<file path="config.mk">
export PLATFORM = sky130hd
export DESIGN_NAME = sha256_block_engine
export DESIGN_NICKNAME = d
export VERILOG_FILES = /design/src/rtl/sha256_pkg.sv /design/src/rtl/sha256_round.sv /design/src/rtl/sha256_block_engine.sv
export SDC_FILE = /design/constraint.sdc
export NUM_CORES = 2
export LEC_CHECK = 0
export CORE_ASPECT_RATIO = 0.5
export CORE_UTILIZATION = 30
export DETAILED_ROUTE_END_ITERATION = 6
export GPL_ROUTABILITY_DRIVEN = 0
export PLACE_DENSITY = 0.43
export SLEW_MARGIN = 20
export SYNTH_ARGS = -nofsm -noshare
export SYNTH_HDL_FRONTEND = slang
export SYNTH_SLANG_ARGS = --single-unit
</file>
<file path="constraint.sdc">
create_clock -name clk -period 15.5 [get_ports clk]
set_input_delay 3.1 -clock clk [delete_from_list [all_inputs] [get_ports clk]]
set_output_delay 3.1 -clock clk [all_outputs]
set_load 0.05 [all_outputs]
</file>
<file path="src/rtl/sha256_pkg.sv">
// Shared SHA-256 types, constants and round/schedule helper functions.
package sha256_pkg;
    typedef enum logic [1:0] {IDLE, ROUND, FINAL} state_t;
    typedef logic [0:7][31:0] hstate_t;

    localparam hstate_t SHA256_IV = {
        32'h6a09e667, 32'hbb67ae85, 32'h3c6ef372, 32'ha54ff53a,
        32'h510e527f, 32'h9b05688c, 32'h1f83d9ab, 32'h5be0cd19};
    localparam hstate_t SHA224_IV = {
        32'hc1059ed8, 32'h367cd507, 32'h3070dd17, 32'hf70e5939,
        32'hffc00b31, 32'h68581511, 32'h64f98fa7, 32'hbefa4fa4};

    localparam logic [0:63][31:0] K = {
        32'h428a2f98, 32'h71374491, 32'hb5c0fbcf, 32'he9b5dba5, 32'h3956c25b, 32'h59f111f1, 32'h923f82a4, 32'hab1c5ed5,
        32'hd807aa98, 32'h12835b01, 32'h243185be, 32'h550c7dc3, 32'h72be5d74, 32'h80deb1fe, 32'h9bdc06a7, 32'hc19bf174,
        32'he49b69c1, 32'hefbe4786, 32'h0fc19dc6, 32'h240ca1cc, 32'h2de92c6f, 32'h4a7484aa, 32'h5cb0a9dc, 32'h76f988da,
        32'h983e5152, 32'ha831c66d, 32'hb00327c8, 32'hbf597fc7, 32'hc6e00bf3, 32'hd5a79147, 32'h06ca6351, 32'h14292967,
        32'h27b70a85, 32'h2e1b2138, 32'h4d2c6dfc, 32'h53380d13, 32'h650a7354, 32'h766a0abb, 32'h81c2c92e, 32'h92722c85,
        32'ha2bfe8a1, 32'ha81a664b, 32'hc24b8b70, 32'hc76c51a3, 32'hd192e819, 32'hd6990624, 32'hf40e3585, 32'h106aa070,
        32'h19a4c116, 32'h1e376c08, 32'h2748774c, 32'h34b0bcb5, 32'h391c0cb3, 32'h4ed8aa4a, 32'h5b9cca4f, 32'h682e6ff3,
        32'h748f82ee, 32'h78a5636f, 32'h84c87814, 32'h8cc70208, 32'h90befffa, 32'ha4506ceb, 32'hbef9a3f7, 32'hc67178f2};

    function automatic logic [31:0] rotr(input logic [31:0] x, input int unsigned n);
        return (x >> n) | (x << (32 - n));
    endfunction

    function automatic logic [31:0] ch(input logic [31:0] x, y, z);
        return (x & y) ^ (~x & z);
    endfunction

    function automatic logic [31:0] maj(input logic [31:0] x, y, z);
        return (x & y) ^ (x & z) ^ (y & z);
    endfunction

    function automatic logic [31:0] Sigma0(input logic [31:0] x);
        return rotr(x, 2) ^ rotr(x, 13) ^ rotr(x, 22);
    endfunction

    function automatic logic [31:0] Sigma1(input logic [31:0] x);
        return rotr(x, 6) ^ rotr(x, 11) ^ rotr(x, 25);
    endfunction

    function automatic logic [31:0] sigma0(input logic [31:0] x);
        return rotr(x, 7) ^ rotr(x, 18) ^ (x >> 3);
    endfunction

    function automatic logic [31:0] sigma1(input logic [31:0] x);
        return rotr(x, 17) ^ rotr(x, 19) ^ (x >> 10);
    endfunction
endpackage

</file>
<file path="src/rtl/sha256_round.sv">
// One combinational SHA-256 round: {a..h}, K[t], W[t} -> {a'..h'}; a is the top word.
module sha256_round
    import sha256_pkg::*;
(
    input  logic [255:0] st_i,
    input  logic [31:0]  k_i,
    input  logic [31:0]  w_i,
    output logic [255:0] st_o
);
    hstate_t     s;
    logic [31:0] t1, t2;

    assign s  = st_i;
    assign t1 = s[7] + Sigma1(s[4]) + ch(s[4], s[5], s[6]) + k_i + w_i;
    assign t2 = Sigma0(s[0]) + maj(s[0], s[1], s[2]);
    assign st_o = {t1 + t2, s[0], s[1], s[2], s[3] + t1, s[4], s[5], s[6]};
endmodule

</file>
<file path="src/rtl/sha256_block_engine.sv">
// SHA-256 compression engine, ROUNDS_PER_CYCLE rounds per clock, chaining across blocks.
// Optional SHA224_MODE_EN adds a mode224 input selecting the SHA-224 IV and truncated digest.
module sha256_block_engine
    import sha256_pkg::*;
#(
    parameter int ROUNDS_PER_CYCLE = 1
) (
    input  logic         clk,
    input  logic         reset_n,
`ifdef SHA224_MODE_EN
    input  logic         mode224,
`endif
    input  logic [511:0] block_in,
    input  logic         block_valid,
    input  logic         block_first,
    input  logic         block_last,
    output logic         block_ready,
    output logic [255:0] digest_out,
    output logic         digest_valid,
    output logic         busy
);
    localparam int R = ROUNDS_PER_CYCLE;

    if (!(R == 1 || R == 2 || R == 4 || R == 8)) begin : g_bad_r
        $error("ROUNDS_PER_CYCLE must be 1, 2, 4 or 8");
    end

    state_t            state_q;
    logic [5:0]        ctr_q;
    logic              last_q, ready_q, busy_q, dvalid_q;
    hstate_t           h_q, v_q, h_d, v_d;
    logic [0:15][31:0] w_q, w_d;
    logic [255:0]      digest_q;
    logic [6:0]        ctr_nxt;
    logic              accept, mode_cur, mode_new;
    hstate_t           iv_cur, iv_new;

    assign accept  = block_valid & ready_q;
    assign ctr_nxt = {1'b0, ctr_q} + 7'(R);

`ifdef SHA224_MODE_EN
    logic mode_q;
    always_ff @(posedge clk or negedge reset_n) begin
        if (!reset_n)                   mode_q <= 1'b0;
        else if (accept && block_first) mode_q <= mode224;
    end
    assign mode_cur = mode_q;
    assign mode_new = block_first ? mode224 : mode_q;
`else
    assign mode_cur = 1'b0;
    assign mode_new = 1'b0;
`endif

    assign iv_cur = mode_cur ? SHA224_IV : SHA256_IV;
    assign iv_new = mode_new ? SHA224_IV : SHA256_IV;

    // Round chain plus the R new schedule words; later words feed on earlier ones of this cycle.
    for (genvar j = 0; j < R; j++) begin : g_rnd
        logic [255:0] st_in, st_out;
        logic [5:0]   kidx;
        logic [31:0]  wnew;

        assign kidx = ctr_q + 6'(j);
        if (j == 0) begin : g_head
            assign st_in = v_q;
        end else begin : g_link
            assign st_in = g_rnd[j-1].st_out;
        end

        sha256_round u_round (.st_i(st_in), .k_i(K[kidx]), .w_i(w_q[j]), .st_o(st_out));

        if (j < 2) begin : g_w0
            assign wnew = sigma1(w_q[14+j]) + w_q[9+j] + sigma0(w_q[1+j]) + w_q[j];
        end else if (j < 7) begin : g_w1
            assign wnew = sigma1(g_rnd[j-2].wnew) + w_q[9+j] + sigma0(w_q[1+j]) + w_q[j];
        end else begin : g_w2
            assign wnew = sigma1(g_rnd[j-2].wnew) + g_rnd[j-7].wnew + sigma0(w_q[1+j]) + w_q[j];
        end
    end
    assign v_d = g_rnd[R-1].st_out;

    for (genvar i = 0; i < 16; i++) begin : g_wsh
        if (i + R < 16) begin : g_keep
            assign w_d[i] = w_q[i+R];
        end else begin : g_new
            assign w_d[i] = g_rnd[i+R-16].wnew;
        end
    end

    for (genvar i = 0; i < 8; i++) begin : g_hadd
        assign h_d[i] = h_q[i] + v_q[i];
    end

    always_ff @(posedge clk or negedge reset_n) begin
        if (!reset_n) begin
            state_q  <= IDLE;
            ctr_q    <= '0;
            last_q   <= 1'b0;
            h_q      <= SHA256_IV;
            v_q      <= '0;
            w_q      <= '0;
            digest_q <= '0;
            dvalid_q <= 1'b0;
            ready_q  <= 1'b0;
            busy_q   <= 1'b0;
        end else begin
            dvalid_q <= 1'b0;
            case (state_q)
                IDLE: begin
                    ready_q <= 1'b1;
                    if (accept) begin
                        w_q     <= block_in;
                        v_q     <= block_first ? iv_new : h_q;
                        if (block_first) h_q <= iv_new;
                        last_q  <= block_last;
                        ctr_q   <= '0;
                        ready_q <= 1'b0;
                        busy_q  <= 1'b1;
                        state_q <= ROUND;
                    end
                end
                ROUND: begin
                    v_q   <= v_d;
                    w_q   <= w_d;
                    ctr_q <= ctr_nxt[5:0];
                    if (ctr_nxt == 7'd64) state_q <= FINAL;
                end
                FINAL: begin
                    h_q <= last_q ? iv_cur : h_d;
                    if (last_q) begin
                        digest_q <= mode_cur ? {h_d[0:6], 32'h0} : h_d;
                        dvalid_q <= 1'b1;
                    end
                    busy_q  <= 1'b0;
                    ready_q <= 1'b1;
                    state_q <= IDLE;
                end
                default: state_q <= IDLE;
            endcase
        end
    end

    assign block_ready  = ready_q;
    assign busy         = busy_q;
    assign digest_out   = digest_q;
    assign digest_valid = dvalid_q;
endmodule
</file>
# Word level (Yosys, flattened, before mapping)

Memory sizes are Yosys's and may differ from the RTL's.
Index checks and enable logic that the tools add are counted.

Bits in registers: 1292
Bits in latches: 0
RAM bits: 0
Bits in read-only memories: 2048
Bits of input ports: 517
Output and inout bits: 259
Logic and storage cells: 122
Memories: 1

Memory list:

| name            | depth | bits a word | read ports | clocked after Yosys merged registers in | wr ports | line                      | source |
|---|---|---|---|---|---|---|---|
| (no name shown) | 64    | 32          | 1          | 0                                       | 0        | sha256_block_engine.sv:70 | `sha256_round u_round (.st_i(st_in), .k_i(K[kidx]), .w_i(w_q[j]), .st_o(st_out));` |

Add/sub/neg operators: 19
Multipliers: 0
Divide/modulo/power cells: 0
Order comparisons: 1
Eq/ne operators: 5
Shift-type cells: 0
Muxes and demuxes: 20
Bitwise operators: 29
Reductions and logical operators: 8

Operator list:

| cell                  | count |
|---|---|
| $pmux W256 S2         | 2 |
| $pmux W512 S2         | 1 |
| $mux W256             | 3 |
| $add A32 B32 Y32      | 18 |
| $mux W512             | 1 |
| $xor A32 B32 Y32      | 9 |
| $and A32 B32 Y32      | 5 |
| $mux W32              | 2 |
| $not A32 Y32          | 1 |
| $or A10 B32 Y32       | 1 |
| $or A13 B32 Y32       | 1 |
| $or A14 B32 Y32       | 1 |
| $or A15 B32 Y32       | 1 |
| $or A19 B32 Y32       | 1 |
| $or A21 B32 Y32       | 1 |
| $or A25 B32 Y32       | 1 |
| $or A26 B32 Y32       | 1 |
| $or A30 B32 Y32       | 1 |
| $or A7 B32 Y32        | 1 |
| $xor A32 B22 Y32      | 1 |
| $xor A32 B29 Y32      | 1 |
| $pmux W6 S2           | 1 |
| $reduce_and A2 Y1     | 5 |
| $add A6 B1 Y7 const B | 1 |
| other kinds (14)      | 21 |

# Logic depth before layout (Yosys ltp)

Depth in word-level cells: 9
Gate-level depth with buffers: 38
Mapped depth without buffers: 36

# By module

Synthesis repeated with hierarchy kept, for this count alone.

Cell total of the unflattened synthesis: 10148
Area total of the unflattened synthesis: 84865.1 um^2

By module, submodules not included:

| module              | instances | cells each | area each (um^2) | seq. area each (um^2) |
|---|---|---|---|---|
| sha256_block_engine | 1         | 8787       | 73852.1          | 32501.2 |
| sha256_round        | 1         | 1361       | 11013.1          | 0.0 |

# Worst setup path before layout

OpenSTA, ideal clock, no wires.

Path kind: reg-to-reg
Start: register ctr_q[1]
End: register v_q, in the netlist g_rnd[0].st_in[255]
Setup time: 0.094 ns
Data arrival time: 7.591 ns
Required time: 15.406 ns
Path slack: 7.815 ns
Cell stages (with the launch flop): 36
Clock period less this slack: 7.685 ns
Cell sequence: dfrtp_1 > clkbuf_1 > inv_1 > ha_1 > clkbuf_1 > nand2_1 > a22o_1 > mux4_2 > fa_1 > inv_1 > ha_1 > a21o_1 > a21oi_1 > o21ai_1 > a21o_1 > a21o_1 > a31oi_1 > nand2b_1 > a21o_1 > a31o_2 > xor2_1 > inv_1 > fa_1 > inv_1 > ha_1 > a21oi_1 > o21ai_0 > a31oi_1 > o311ai_0 > a41o_1 > a31oi_4 > o21ai_2 > a21o_1 > a21oi_2 > xnor2_1 > a221oi_2

Longest elaborated chain between the ends: 8

Ends and longest elaborated chain:

| element                                      | line                       | source |
|---|---|---|
| from (decl)                                  | sha256_block_engine.sv:29  | `logic [5:0] ctr_q;` |
| from (signal assigned)                       | sha256_block_engine.sv:125 | `ctr_q <= ctr_nxt[5:0];` |
| $not A6 Y7 (not written as such)             | sha256_block_engine.sv:70  |  |
| $mem_v2 Z64 W32                              | n/a                        |  |
| $mux W32 (not written as such) (2 in series) | sha256_block_engine.sv:70  |  |
| $add A32 B32 Y32 (2 in series)               | sha256_round.sv:14         | `assign t1 = s[7] + Sigma1(s[4]) + ch(s[4], s[5], s[6]) + k_i + w_i;` |
| $add A32 B32 Y32                             | sha256_round.sv:16         | `assign st_o = {t1 + t2, s[0], s[1], s[2], s[3] + t1, s[4], s[5], s[6]};` |
| $pmux W256 S2                                | sha256_block_engine.sv:108 | `case (state_q)` |
| to (signal assigned)                         | sha256_block_engine.sv:113 | `v_q <= block_first ? iv_new : h_q;` |
| to (signal assigned)                         | sha256_block_engine.sv:123 | `v_q <= v_d;` |
| to (decl)                                    | sha256_block_engine.sv:31  | `hstate_t h_q, v_q, h_d, v_d;` |

No other way between the ends. The select of a mux whose other input is x is not followed.
A chain may end at the register's enable or synchronous reset.

# Final worst setup path

Start: register ctr_q[2]
End: register v_q, in the netlist g_rnd[0].st_in[255]

Same word-level chain as after synthesis.

==> reports/metrics.yaml <==
critical_path:
  worst_ep_required_time_ns: 16.25
  crit_type: "reg -> reg"
  r2r-start: "ctr_q[2]"
  worstPathMaxFanout: 53
  start_kind: "flop"
  critPathCaptureType: "flop"
  r2r_slack_ns: 6.16
  crit_slowest_cell: "inv_1"
  timing.rr.end: "g_rnd[0].st_in[255]"
  arrival_ns: 10.08
  cpPeakStageDelay_ns: 0.85
  r2r_cells: 34
clock_network:
  clk_pin_slew_ns: 0.07
  cts_inserted_buffers: 150
  cts.sinks: 1292
  post_cts_buffers: 0
  h-tree-depth: 4
  cts_hold_buf: 0
  clock_latency_ns: 0.87
  clock_path_buffers: 4
  ctsRootBufferMaster: "clkbuf_16"
  cts_tree: "built"
  ctsResizeCount: 0
timing:
  fin_crit_ns: 9.336
  hold_slack_ns: 0.4730
  finalSetupViolCount: 0
  tightest_slew_ns: 1.187
  max_freq_mhz: 107.1
  timing.final.crit_share_pct: 60.23
  relSlewSlack_pct: 20.83
  fin_skew_ns: 0.07298
  finalHoldViolations: 0
  drv_slew: 0
  rsz0062_at_grt: "false"
  finalSetupTns_ns: 0
layout:
  drive_above_1_share_pct: 5.541
  final_cells: 13633
  area_growth_pct: 19.18
  mostFrequentLayoutCells: "nand2_1, dfrtp_1, nor2_1"
  nNetsFinal: 11015
  final_common_cell: "nand2_1"
die:
  die_area_um2: 272400
  die_height_um: 369.5
  start_util_pct: 30.27
  dieWidth_um: 737.0
  fp.coreArea_um2: 267800
  pin_count: 776
  placementRows: 134
detailed_routing:
  wl_per_cell_um: 26.12
  met3_length_mm: 24.29
  ant_nets: 0
  routed-via-count: 71619
  drc: 7
  first_pass_iters: 7
  wirelength_mm: 356.1
  wl_met1_mm: 165.2
  dr.first_iter.drc_count: 6952
  wl_met2_mm: 159.2
  highest_layer: "met5"
  routed_via_density: 5.253
logic_synthesis:
  synth_nets: 10649
  synth_cells: 9544
  synth_cell_types: 89
  syn_area_um2: 81040
  avgSynthCellArea_um2: 8.491
  synth_warnings: 0
  yosysSeqAreaShare_pct: 40.10
  yosys.area.top_type: "dfrtp_1"
  ys.flop_type: "dfrtp_1"
  yosysTopAreaCellShare_pct: 35.69
  synth_seq_cells: 1292
  synth-edff-count: 0
  netlist_top_cells_area: "dfrtp_1, nand2_1, ha_1"
  async_flop_share_pct: 100.0
run_status:
  status: "complete, but fails checks"
  failed_checks: "design-rule violations"
global_route:
  gr-total-overflow: 0
  grt_pass1_wl_mm: 507.0
  grt_max_degree: 258
  gr-usage-all-layers_pct: 25.38
  grt_pass1_vias: 69172
  antenna_found_initial: 37
place:
  dp_cells: 13362
  dpl.hpwl_mm: 268.1
  numPortBuffers: 775
min_path:
  hold_depth: 2
  hp-class: "reg -> reg"
  hp-start: "digest_out[160]"
  hold_end: "digest_out[160]"
run:
  max_cap_viol_count: 0
==> per-stage QoR <==
step,util [%],cell area [um2],setup slack [ns]
final,36.07,96590,6.164
after global routing,36.07,96580,5.641
after CTS,36.06,96560,6.339
after detailed placement,34.28,91780,6.360
after global placement,34.28,91780,6.443
after floorplan,-,81040,7.815
==> cell type report <==
class                      instances  area [um2]
tap                             3604        4509
fill                           28139      171200
multi-input combinational       7166       44530
inverter                         432        1623
timing repair buffer             868        8612
clock buffer                     209        4208
sequential                      1292       32510
clock inverter                    50       571.8
antenna                           12       30.03
==> kinds of logic (layout without fill, tap and decap cells) <==
logic type	count (synthesis)	in the layout	synth area share (%)
xor gates and xnor gates	598	598	6.463
DFF	1292	1292	40.10
muxes	46	46	0.6948
AOI/OAI and AO/OA	2605	2605	19.65
and+or+nand+nor	3308	3308	16.91
other	0	12	0
adders and majority gates	609	609	11.14
buffers and inverters	1086	1559	5.036
==> how the worst max path moves through the flow <==
stage / slack (ns) / end / startpoint
finish: 6.16 / g_rnd[0].st_in[255] / ctr_q[2]
global route: 5.64 / g_rnd[0].st_in[255] / ctr_q[2]
CTS: 6.34 / g_rnd[0].st_in[255] / ctr_q[2]
detailed placement: 6.36 / g_rnd[0].st_in[255] / ctr_q[2]
global placement: 6.44 / g_rnd[0].st_in[255] / ctr_q[2]
floorplan: 7.82 / g_rnd[0].st_in[255] / ctr_q[1]
==> worst max-delay path: cells and delay by family (launching register included) <==
| kind | cells | cell delay [ns] |
|---|---|---|
| AO/OA/AOI/OAI | 15 | 3.45 |
| adder cells (fa/ha/maj) | 5 | 1.93 |
| AND/OR/NAND/NOR | 8 | 1.76 |
| buffers and inverters | 4 | 1.29 |
| XOR/XNOR | 2 | 0.44 |
| flip-flops | 1 | 0.38 |
==> synthesized netlist by cell type, types with 127 or more instances <==
| cell | n |
|---|---|
| o31ai_1 | 133 |
| o21ai_0 | 639 |
| a21o_1 | 194 |
| nor3_1 | 159 |
| dfstp_2 | 136 |
| a31oi_1 | 529 |
| xnor2_1 | 347 |
| fa_1 | 195 |
| clkbuf_1 | 618 |
| nand2_1 | 1782 |
| and3_1 | 127 |
| dfrtp_1 | 1156 |
| a21oi_1 | 638 |
| nor2_1 | 933 |
| ha_1 | 393 |
| xor2_1 | 251 |
| inv_1 | 429 |
==> sequential cells by signal (all words and copies together), names as in the netlist <==
name	cells
w_d	480
digest_out	256
g_rnd.st_in	256
h_q	256
w_q	32
ctr_q	6
state_q	2
block_ready	1
busy	1
digest_valid	1
last_q	1
==> per-layer routing <==
layer  track usage, %  up-vias
met3            5.506      389
met2            39.64     2061
li1                 -    33441
met5                0        -
met4            4.878       12
met1            36.16    35716
Power is left out: the tool's default activity adds up to more than one toggle a clock period on the data nets, which glitch-free logic cannot reach.
